File: src/rtl/potato1_pkg.sv
// Shared Potato-1 definitions: Command bit positions and the I/O handshake FSM states.
package potato1_pkg;

    localparam int CMD_PC_INC = 0;
    localparam int CMD_PC_DEC = 1;
    localparam int CMD_X_INC  = 2;
    localparam int CMD_X_DEC  = 3;
    localparam int CMD_A_INC  = 4;
    localparam int CMD_A_DEC  = 5;
    localparam int CMD_PUT    = 6;
    localparam int CMD_GET    = 7;

    typedef enum logic [1:0] {
        IO_IDLE     = 2'd0,
        IO_PUT_WAIT = 2'd1,
        IO_GET_WAIT = 2'd2,
        IO_DONE     = 2'd3
    } io_state_e;

endpackage

File: src/rtl/potato1_io_port.sv
// Potato-1 byte I/O engine: PUT/GET valid-ready handshakes, IOReady strobe and
// the tape write request that a completed GET produces.
module potato1_io_port
    import potato1_pkg::*;
#(
    parameter int DATA_WIDTH = 8
) (
    input  logic                  Clock,
    input  logic                  Reset_n,
    input  logic                  put,
    input  logic                  get,
    input  logic [DATA_WIDTH-1:0] cell_data,
    output logic [DATA_WIDTH-1:0] Out_Data,
    output logic                  Out_Valid,
    input  logic                  Out_Ready,
    input  logic [DATA_WIDTH-1:0] In_Data,
    input  logic                  In_Valid,
    output logic                  In_Ready,
    output logic                  IOReady,
    output logic                  tape_we,
    output logic [DATA_WIDTH-1:0] tape_wdata
);

    io_state_e             state_r;
    io_state_e             state_nxt_s;
    logic [DATA_WIDTH-1:0] out_data_r;
    logic                  out_valid_r;
    logic                  in_ready_r;
    logic                  io_ready_r;

    // FSM state register
    always_ff @(posedge Clock or negedge Reset_n) begin
        if (!Reset_n) begin
            state_r <= IO_IDLE;
        end else begin
            state_r <= state_nxt_s;
        end
    end

    // Next state; PUT takes priority over GET, and new requests are only heard in IDLE
    always_comb begin
        state_nxt_s = state_r;
        case (state_r)
            IO_IDLE: begin
                if (put) begin
                    state_nxt_s = IO_PUT_WAIT;
                end else if (get) begin
                    state_nxt_s = IO_GET_WAIT;
                end else begin
                    state_nxt_s = IO_IDLE;
                end
            end
            IO_PUT_WAIT: begin
                if (Out_Ready) begin
                    state_nxt_s = IO_DONE;
                end else begin
                    state_nxt_s = IO_PUT_WAIT;
                end
            end
            IO_GET_WAIT: begin
                if (In_Valid) begin
                    state_nxt_s = IO_DONE;
                end else begin
                    state_nxt_s = IO_GET_WAIT;
                end
            end
            IO_DONE: state_nxt_s = IO_IDLE;
            default: state_nxt_s = IO_IDLE;
        endcase
    end

    // Handshake outputs are registered copies of the state being entered
    always_ff @(posedge Clock or negedge Reset_n) begin
        if (!Reset_n) begin
            out_data_r  <= {DATA_WIDTH{1'b0}};
            out_valid_r <= 1'b0;
            in_ready_r  <= 1'b0;
            io_ready_r  <= 1'b0;
        end else begin
            if ((state_r == IO_IDLE) && put) begin
                out_data_r <= cell_data;
            end
            out_valid_r <= (state_nxt_s == IO_PUT_WAIT);
            in_ready_r  <= (state_nxt_s == IO_GET_WAIT);
            io_ready_r  <= (state_nxt_s == IO_DONE);
        end
    end

    assign Out_Data   = out_data_r;
    assign Out_Valid  = out_valid_r;
    assign In_Ready   = in_ready_r;
    assign IOReady    = io_ready_r;
    assign tape_we    = (state_r == IO_GET_WAIT) && In_Valid;
    assign tape_wdata = In_Data;

endmodule

File: src/rtl/potato1_datapath.sv
// Potato-1 execution datapath: PC, tape pointer X, tape cells and byte I/O.
// Build option POTATO1_TAPE_RESET_EN: clear every tape cell on Reset_n.
module potato1_datapath
    import potato1_pkg::*;
#(
    parameter int PC_WIDTH   = 8,
    parameter int ADDR_WIDTH = 4,
    parameter int DATA_WIDTH = 8
) (
    input  logic                  Clock,
    input  logic                  Reset_n,
    input  logic [7:0]            Command,
    output logic [PC_WIDTH-1:0]   Prog_Addr,
    input  logic [3:0]            Prog_Data,
    output logic [3:0]            Instruction,
    output logic                  State,
    output logic                  IOReady,
    output logic [DATA_WIDTH-1:0] Out_Data,
    output logic                  Out_Valid,
    input  logic                  Out_Ready,
    input  logic [DATA_WIDTH-1:0] In_Data,
    input  logic                  In_Valid,
    output logic                  In_Ready
);

    localparam int CELLS = 2 ** ADDR_WIDTH;

    logic [PC_WIDTH-1:0]   pc_r;
    logic [PC_WIDTH-1:0]   pc_nxt_s;
    logic [ADDR_WIDTH-1:0] x_r;
    logic [ADDR_WIDTH-1:0] x_nxt_s;
    logic [DATA_WIDTH-1:0] tape_r [CELLS];
    logic [DATA_WIDTH-1:0] cell_s;
    logic                  tape_we_s;
    logic [DATA_WIDTH-1:0] tape_wdata_s;
    logic                  io_we_s;
    logic [DATA_WIDTH-1:0] io_wdata_s;

    assign cell_s = tape_r[x_r];

    // PC and X next values; opposing bits cancel
    always_comb begin
        pc_nxt_s = pc_r;
        x_nxt_s  = x_r;
        case ({Command[CMD_PC_DEC], Command[CMD_PC_INC]})
            2'b01:   pc_nxt_s = pc_r + {{(PC_WIDTH-1){1'b0}}, 1'b1};
            2'b10:   pc_nxt_s = pc_r - {{(PC_WIDTH-1){1'b0}}, 1'b1};
            default: pc_nxt_s = pc_r;
        endcase
        case ({Command[CMD_X_DEC], Command[CMD_X_INC]})
            2'b01:   x_nxt_s = x_r + {{(ADDR_WIDTH-1){1'b0}}, 1'b1};
            2'b10:   x_nxt_s = x_r - {{(ADDR_WIDTH-1){1'b0}}, 1'b1};
            default: x_nxt_s = x_r;
        endcase
    end

    // Single tape write port at the pre-update X; a completing GET overrides A_INC/A_DEC
    always_comb begin
        tape_we_s    = 1'b0;
        tape_wdata_s = cell_s;
        if (io_we_s) begin
            tape_we_s    = 1'b1;
            tape_wdata_s = io_wdata_s;
        end else begin
            case ({Command[CMD_A_DEC], Command[CMD_A_INC]})
                2'b01: begin
                    tape_we_s    = 1'b1;
                    tape_wdata_s = cell_s + {{(DATA_WIDTH-1){1'b0}}, 1'b1};
                end
                2'b10: begin
                    tape_we_s    = 1'b1;
                    tape_wdata_s = cell_s - {{(DATA_WIDTH-1){1'b0}}, 1'b1};
                end
                default: begin
                    tape_we_s    = 1'b0;
                    tape_wdata_s = cell_s;
                end
            endcase
        end
    end

    // PC and tape pointer registers
    always_ff @(posedge Clock or negedge Reset_n) begin
        if (!Reset_n) begin
            pc_r <= {PC_WIDTH{1'b0}};
            x_r  <= {ADDR_WIDTH{1'b0}};
        end else begin
            pc_r <= pc_nxt_s;
            x_r  <= x_nxt_s;
        end
    end

`ifdef POTATO1_TAPE_RESET_EN
    // Tape storage, cleared by reset
    always_ff @(posedge Clock or negedge Reset_n) begin
        if (!Reset_n) begin
            for (int i = 0; i < CELLS; i++) begin
                tape_r[i] <= {DATA_WIDTH{1'b0}};
            end
        end else if (tape_we_s) begin
            tape_r[x_r] <= tape_wdata_s;
        end
    end
`else
    // Tape storage without reset so it can map onto RAM
    always_ff @(posedge Clock) begin
        if (tape_we_s) begin
            tape_r[x_r] <= tape_wdata_s;
        end
    end
`endif

    potato1_io_port #(
        .DATA_WIDTH (DATA_WIDTH)
    ) u_io_port (
        .Clock      (Clock),
        .Reset_n    (Reset_n),
        .put        (Command[CMD_PUT]),
        .get        (Command[CMD_GET]),
        .cell_data  (cell_s),
        .Out_Data   (Out_Data),
        .Out_Valid  (Out_Valid),
        .Out_Ready  (Out_Ready),
        .In_Data    (In_Data),
        .In_Valid   (In_Valid),
        .In_Ready   (In_Ready),
        .IOReady    (IOReady),
        .tape_we    (io_we_s),
        .tape_wdata (io_wdata_s)
    );

    assign Prog_Addr   = pc_r;
    assign Instruction = Prog_Data;
    assign State       = (cell_s == {DATA_WIDTH{1'b0}});

endmodule

File: config.mk
export PLATFORM = sky130hd
export DESIGN_NAME = potato1_datapath
export DESIGN_NICKNAME = d
export VERILOG_FILES = /design/src/rtl/potato1_pkg.sv /design/src/rtl/potato1_io_port.sv /design/src/rtl/potato1_datapath.sv
export SDC_FILE = /design/constraint.sdc
export NUM_CORES = 1
export LEC_CHECK = 0
export CAP_MARGIN = 20
export CORE_ASPECT_RATIO = 2
export CORE_UTILIZATION = 63
export DETAILED_ROUTE_END_ITERATION = 10
export GPL_ROUTABILITY_DRIVEN = 0
export PLACE_DENSITY = 0.95
export SYNTH_ARGS = -nofsm -noshare
export SYNTH_HDL_FRONTEND = slang
export SYNTH_SLANG_ARGS = --single-unit
export TNS_END_PERCENT = 100
File: constraint.sdc
create_clock -name Clock -period 7.35 [get_ports Clock]
set_input_delay 1.1025 -clock Clock [delete_from_list [all_inputs] [get_ports Clock]]
set_output_delay 1.1025 -clock Clock [all_outputs]
set_load 0.1 [all_outputs]
* After elaboration in Yosys (flattened, before gate mapping) *
Memories as Yosys holds them, arrays and structs flattened.
Index checks and enable logic that the tools add are counted.

operators by class
  $add $sub $neg = 6
  equality and inequality tests = 12
  multiplexer cells = 13
  reduce and logical (&&, ||, !) cells = 7

operators with widths
  cell                                                                   count
  8-bit one-hot mux with 2 select lines                                  2
  8-bit by 1-bit adder with 8-bit output, second input constant          2
  8-bit by 1-bit subtractor with 8-bit output, second input constant     2
  2-bit equality test, second input constant                             7
  2-bit by 1-bit equality test with 1-bit output, second input constant  5
  8-bit logical NOT                                                      1
  8-bit 2-to-1 mux                                                       1
  2-bit one-hot mux with 4 select lines                                  1
  4-bit one-hot mux with 2 select lines                                  1
  2-bit 2-to-1 mux                                                       3
  1-bit 2-to-1 mux                                                       5
  4-bit by 1-bit adder with 4-bit output, second input constant          1
  2-bit nonzero test                                                     2
  4-bit by 1-bit subtractor with 4-bit output, second input constant     1
  1-bit logical AND                                                      2
  2-bit logical NOT                                                      1
  2-bit OR reduction                                                     1

word-level totals
  bits in registers = 25
  RAM bits = 128
  word-level logic and storage cells = 46
  memories kept = 1

memories
  name    depth  bits a word  rd ports  clocked after memory_dff  wr ports  line                    RTL
  tape_r  16     8            1         0                         1         potato1_datapath.sv:32  logic [DATA_WIDTH-1:0] tape_r [CELLS];

* Logic depth before layout (Yosys ltp) *
  depth in word-level cells = 6
  mapped depth = 14
  gate-level depth less buffers = 12

* By module *
A second synthesis with hierarchy kept.

second synthesis, totals
  cell total of the unflattened synthesis = 423
  area total of the unflattened synthesis = 6859.1 um2

modules (own cells, without submodules)
  module            instances  cells each  area each (um2)
  potato1_datapath  1          378         6272.3
  potato1_io_port   1          45          586.8

* Worst setup path after synthesis *
Ideal clock, no wire load.

  kind = reg2reg
  start = register x_r[0]
  end = memory tape_r[0][6] (data pin)
  setup time = 0.341 ns
  arrival time = 3.607 ns
  slack = 3.402 ns
  cell stages (with the launch flop) = 13
  buffers on the path = 2
  clock period less this slack = 3.948 ns
  cell sequence = dfrtp_1 buf_6 buf_2 mux4_2 mux4_2 ha_1 nor2b_1 o21a_1 o21ai_0 nand2_1 a21oi_1 xor2_1 o31ai_1

on the way
  longest elaborated chain between the ends = 4
  elaborated cells on any way between the ends = 5
  those cells by class = add/sub: 2; mux: 2; memory: 1

RTL lines
  item                                                                                                   line                                            RTL
  start: declaration                                                                                     potato1_datapath.sv:30                          logic [ADDR_WIDTH-1:0] x_r;
  start signal: assignment                                                                               potato1_datapath.sv:86                          x_r <= {ADDR_WIDTH{1'b0}};
  start signal: assignment                                                                               potato1_datapath.sv:89                          x_r <= x_nxt_s;
  memory read 16 x 8 bit *                                                                               -
  named net cell_s[2]                                                                                    potato1_datapath.sv:33                          logic [DATA_WIDTH-1:0] cell_s;
  8-bit by 1-bit subtractor with 8-bit output or 8-bit by 1-bit adder with 8-bit output (tied branches)  potato1_datapath.sv:72, potato1_datapath.sv:68
  8-bit one-hot mux with 2 select lines *                                                                potato1_datapath.sv:65                          case ({Command[CMD_A_DEC], Command[CMD_A_INC]})
  8-bit 2-to-1 mux *                                                                                     potato1_datapath.sv:61                          if (io_we_s) begin
  named net tape_wdata_s[6]                                                                              potato1_datapath.sv:35                          logic [DATA_WIDTH-1:0] tape_wdata_s;
  end: declaration                                                                                       potato1_datapath.sv:32

Mark *: on every way through the listed nets, which the timed path passes. The rest lies on a longest branch.

* Worst setup path in the final report *
  start = register x_r[1]
  end = output State

on the way
  longest elaborated chain between the ends = 2

RTL lines
  item                    line                     RTL
  memory read 16 x 8 bit  -
  named net cell_s[6]     potato1_datapath.sv:33
  8-bit logical NOT       potato1_datapath.sv:134  assign State = (cell_s == {DATA_WIDTH{1'b0}});
  end: declaration        potato1_datapath.sv:16   output logic State,

The timed path passes the listed nets, and every way through them passes these cells.

==> impl_metrics.tcl <==
set metrics [dict create \
    outcome "finished clean" \
    worst_r2r_startpoint "x_r[1]$_DFFE_PN0P_" \
    netlist_top_cells_count "sky130_fd_sc_hd__edfxtp_1, sky130_fd_sc_hd__mux4_2, sky130_fd_sc_hd__nor2_1" \
    crit_required_ns 6.25 \
    dpl.cell_count 581 \
    synth_top_area_share_pct 56.6 \
    timing.hold.worst.start "u_io_port.Out_Data[6]$_DFFE_PN0P_" \
    clock_tree.buffer_depth 2 \
    hp-class "reg -> reg" \
    post_cts_resized 0 \
    ys_async_sr_fraction_pct 16.3 \
    max_clock_freq_mhz 184 \
    min_period_ns 5.44 \
    via_per_inst 7.02 \
    period_share_pct 74.0 \
    synth_edf_count 128 \
    setup.reg_to_reg.worst_slack_ns 2.40 \
    synth_top_area_cell "sky130_fd_sc_hd__edfxtp_1" \
    min_path_cells 1 \
    width_of_the_chip_um 75.4 \
    netlist_top_cells_area "sky130_fd_sc_hd__edfxtp_1, sky130_fd_sc_hd__mux4_2, sky130_fd_sc_hd__dfrtp_1, sky130_fd_sc_hd__ha_1, sky130_fd_sc_hd__nor2_1" \
    chipHeight_um 149 \
    final-max-slew-violation-count 0 \
    cp_data_arrival_time_ns 4.33 \
    route.detailed.drc 0 \
    n_fill_cell 523 \
    number_of_antenna_violations_at_the_first_check_in_global_routing 1 \
    yosysSeqAreaShare_pct 65.8 \
    combined_area_of_the_multi_input_logic_cells_um2 2150 \
    grt_pass1_wl_mm 26.2 \
    post_cts_setup_repair_buffer_count 0 \
    yosysWarnings 0 \
    final_layout_size_suffix_gt1_share_pct 18.9 \
    grt_pass1_vias 4484 \
    floorplan.rows 53 \
    route.met3.wl_mm 1.89 \
    setup-tns-final_ns 0 \
    post-dp-hpwl_mm 10.8 \
    clk_lat_worst_skew_ns 0.42 \
    drtPass1Iterations 5 \
    synth_fp_nets 463 \
    cts.reportedPaths.clkPinSlew_ns 0.06 \
    antenna_left 0 \
    finalWirelength_mm 18.2 \
    fp.dieArea_um2 11200 \
    highest-signal-layer "met4" \
    setup_viol 0 \
    worst_hold_path.endpoint "u_io_port.Out_Data[6]$_DFFE_PN0P_" \
    timing.critical_path.fanout_max 25 \
    netlist_instances 419 \
    cts_hold_buf 0 \
    syn_area_per_cell_um2 16.2 \
    max-slew-margin-rel_pct 18.9 \
    yosysUniqueCellTypes 45 \
    detail_route.iter0.violations 452 \
    category_of_the_worst_setup_path_capture_point "primary output" \
    category_of_the_worst_setup_path_launch_point "flop" \
    wl_met1_mm 5.66 \
    cts_inserted_buffers 17 \
    finalCoreUtilization_pct 75.6 \
    clock_sink_count 153 \
    cts_tree "done" \
    rsz0062_at_grt "no" \
    largest_net_degree_at_the_start_of_global_routing 38 \
    seqCellArea_um2 4470 \
    vias 4352 \
    grt_remaining_overflow 0 \
    initial_core_util_pct 64.8 \
    port_buffers 39 \
    max_cap_viol_count 0 \
    synth_ff_type "sky130_fd_sc_hd__edfxtp_1" \
    fin_cells 620 \
    cell_area_synth_um2 6790 \
    synthMostInstantiatedCell "sky130_fd_sc_hd__edfxtp_1" \
    route.detailed.wl_per_inst_um 29.3 \
    dpl_cell_area_um2 7300 \
    nNetsFinal 513 \
    met2_length_mm 9.37 \
    yosys_register_bits 153 \
    cts_max_level 4 \
    area.growth.synth_to_final_pct 16.7 \
    floorplan.core_area_um2 10500 \
    worstMarginPinSlew_ns 1.21 \
    timing.rr.end "tape_r[15][3]$_DFFE_PP_" \
    final_area_um2 7920 \
    worst-r2r-cell-count 10 \
    top_level_ports 48 \
    cts_root_buf "sky130_fd_sc_hd__clkbuf_16" \
    crit_type "reg -> out" \
    finalHoldViolations 0 \
    fin_worst_skew_ns 0.0119 \
    groute.usage.overall_pct 35.4 \
]
## sequential cells by signal (all words and copies together) (netlist names)
| signal | cells |
|---|---|
| u_io_port.state_r | 2 |
| u_io_port.Out_Valid | 1 |
| x_r | 4 |
| u_io_port.In_Ready | 1 |
| u_io_port.Out_Data | 8 |
| u_io_port.IOReady | 1 |
| Prog_Addr | 8 |
| tape_r | 128 |
## final cells by class
cell class                 instances  share of cell area (%)
timing repair buffer              52                    6.16
multi-input combinational        228                    27.1
clock buffer                      17                    5.37
clock inverter                    15                    1.90
antenna                            1                  0.0316
inverter                          17                   0.806
sequential                       153                    56.4
tap                              137                    2.16
## metrics by stage
step | hold WS (ns) | setup slack [ns]
final | 0.510 | 1.91
after global routing | 0.513 | 1.79
after CTS | 0.510 | 1.99
after detailed placement | 0.496 | 2.32
after global placement | 0.494 | 2.51
after floorplan | 0.519 | 3.40
## per-layer routing
metal / track usage [%] / vias up
li1: - / 1725
met1: 37.2 / 2141
met2: 55.6 / 382
met3: 13.6 / 104
met4: 25.3 / 0
met5: 4.55 / -
## cell usage in the layout, fill, tap and decap left out, types with 6 or more instances in the layout
master                            Yosys  layout
sky130_fd_sc_hd__mux2_2               8       8
sky130_fd_sc_hd__ha_1                17      17
sky130_fd_sc_hd__buf_4                4      13
sky130_fd_sc_hd__xor2_1               8       8
sky130_fd_sc_hd__o21ai_0             15      15
sky130_fd_sc_hd__dfrtp_1             25      24
sky130_fd_sc_hd__a21o_1               6       6
sky130_fd_sc_hd__xnor2_1             10      10
sky130_fd_sc_hd__nand3_1              6       6
sky130_fd_sc_hd__edfxtp_1           128     128
sky130_fd_sc_hd__a21oi_1             15      15
sky130_fd_sc_hd__nor2_1              26      26
sky130_fd_sc_hd__clkdlybuf4s50_1      0      39
sky130_fd_sc_hd__mux4_2              34      34
sky130_fd_sc_hd__nor3_1              12       8
sky130_fd_sc_hd__nand2_1             19      19
sky130_fd_sc_hd__inv_1               16      16
sky130_fd_sc_hd__clkbuf_16            0      17
## worst max-delay path: stages (launching register included)
cell and delay [ns]:
sky130_fd_sc_hd__dfrtp_1 1.14, sky130_fd_sc_hd__buf_4 0.39, sky130_fd_sc_hd__mux4_2 0.33, sky130_fd_sc_hd__mux4_2 0.57, sky130_fd_sc_hd__nor2_1 0.15, sky130_fd_sc_hd__and4_1 0.19
sky130_fd_sc_hd__clkdlybuf4s50_1 1.13
## cell families (layout without fill, tap and decap cells)
| kind of cell | count (synthesis) | count (layout) | synth area share, % |
|---|---|---|---|
| compound gates | 58 | 58 | 5.22 |
| xor+xnor | 18 | 18 | 2.32 |
| fa+ha+maj | 20 | 20 | 4.02 |
| buf+inv | 38 | 101 | 2.80 |
| flops | 153 | 153 | 65.8 |
| mux | 47 | 47 | 13.8 |
| other cells | 0 | 1 | 0 |
| simple gates | 85 | 85 | 5.99 |
## how the worst max path moves through the flow
stage                     depth (start not counted)  slack (ns)                      to               start
final                                             6        1.91                   State  x_r[1]$_DFFE_PN0P_
after global routing                              6        1.79                   State  x_r[2]$_DFFE_PN0P_
after CTS                                         6        1.99                   State  x_r[2]$_DFFE_PN0P_
after detailed placement                         10        2.32  tape_r[1][7]$_DFFE_PP_  x_r[1]$_DFFE_PN0P_
after global placement                            6        2.51                   State  x_r[0]$_DFFE_PN0P_
after floorplan                                  12        3.40  tape_r[0][6]$_DFFE_PP_  x_r[0]$_DFFE_PN0P_
Power is left out: the tool's default activity adds up to more than one toggle a clock period on the data nets, which glitch-free logic cannot reach.
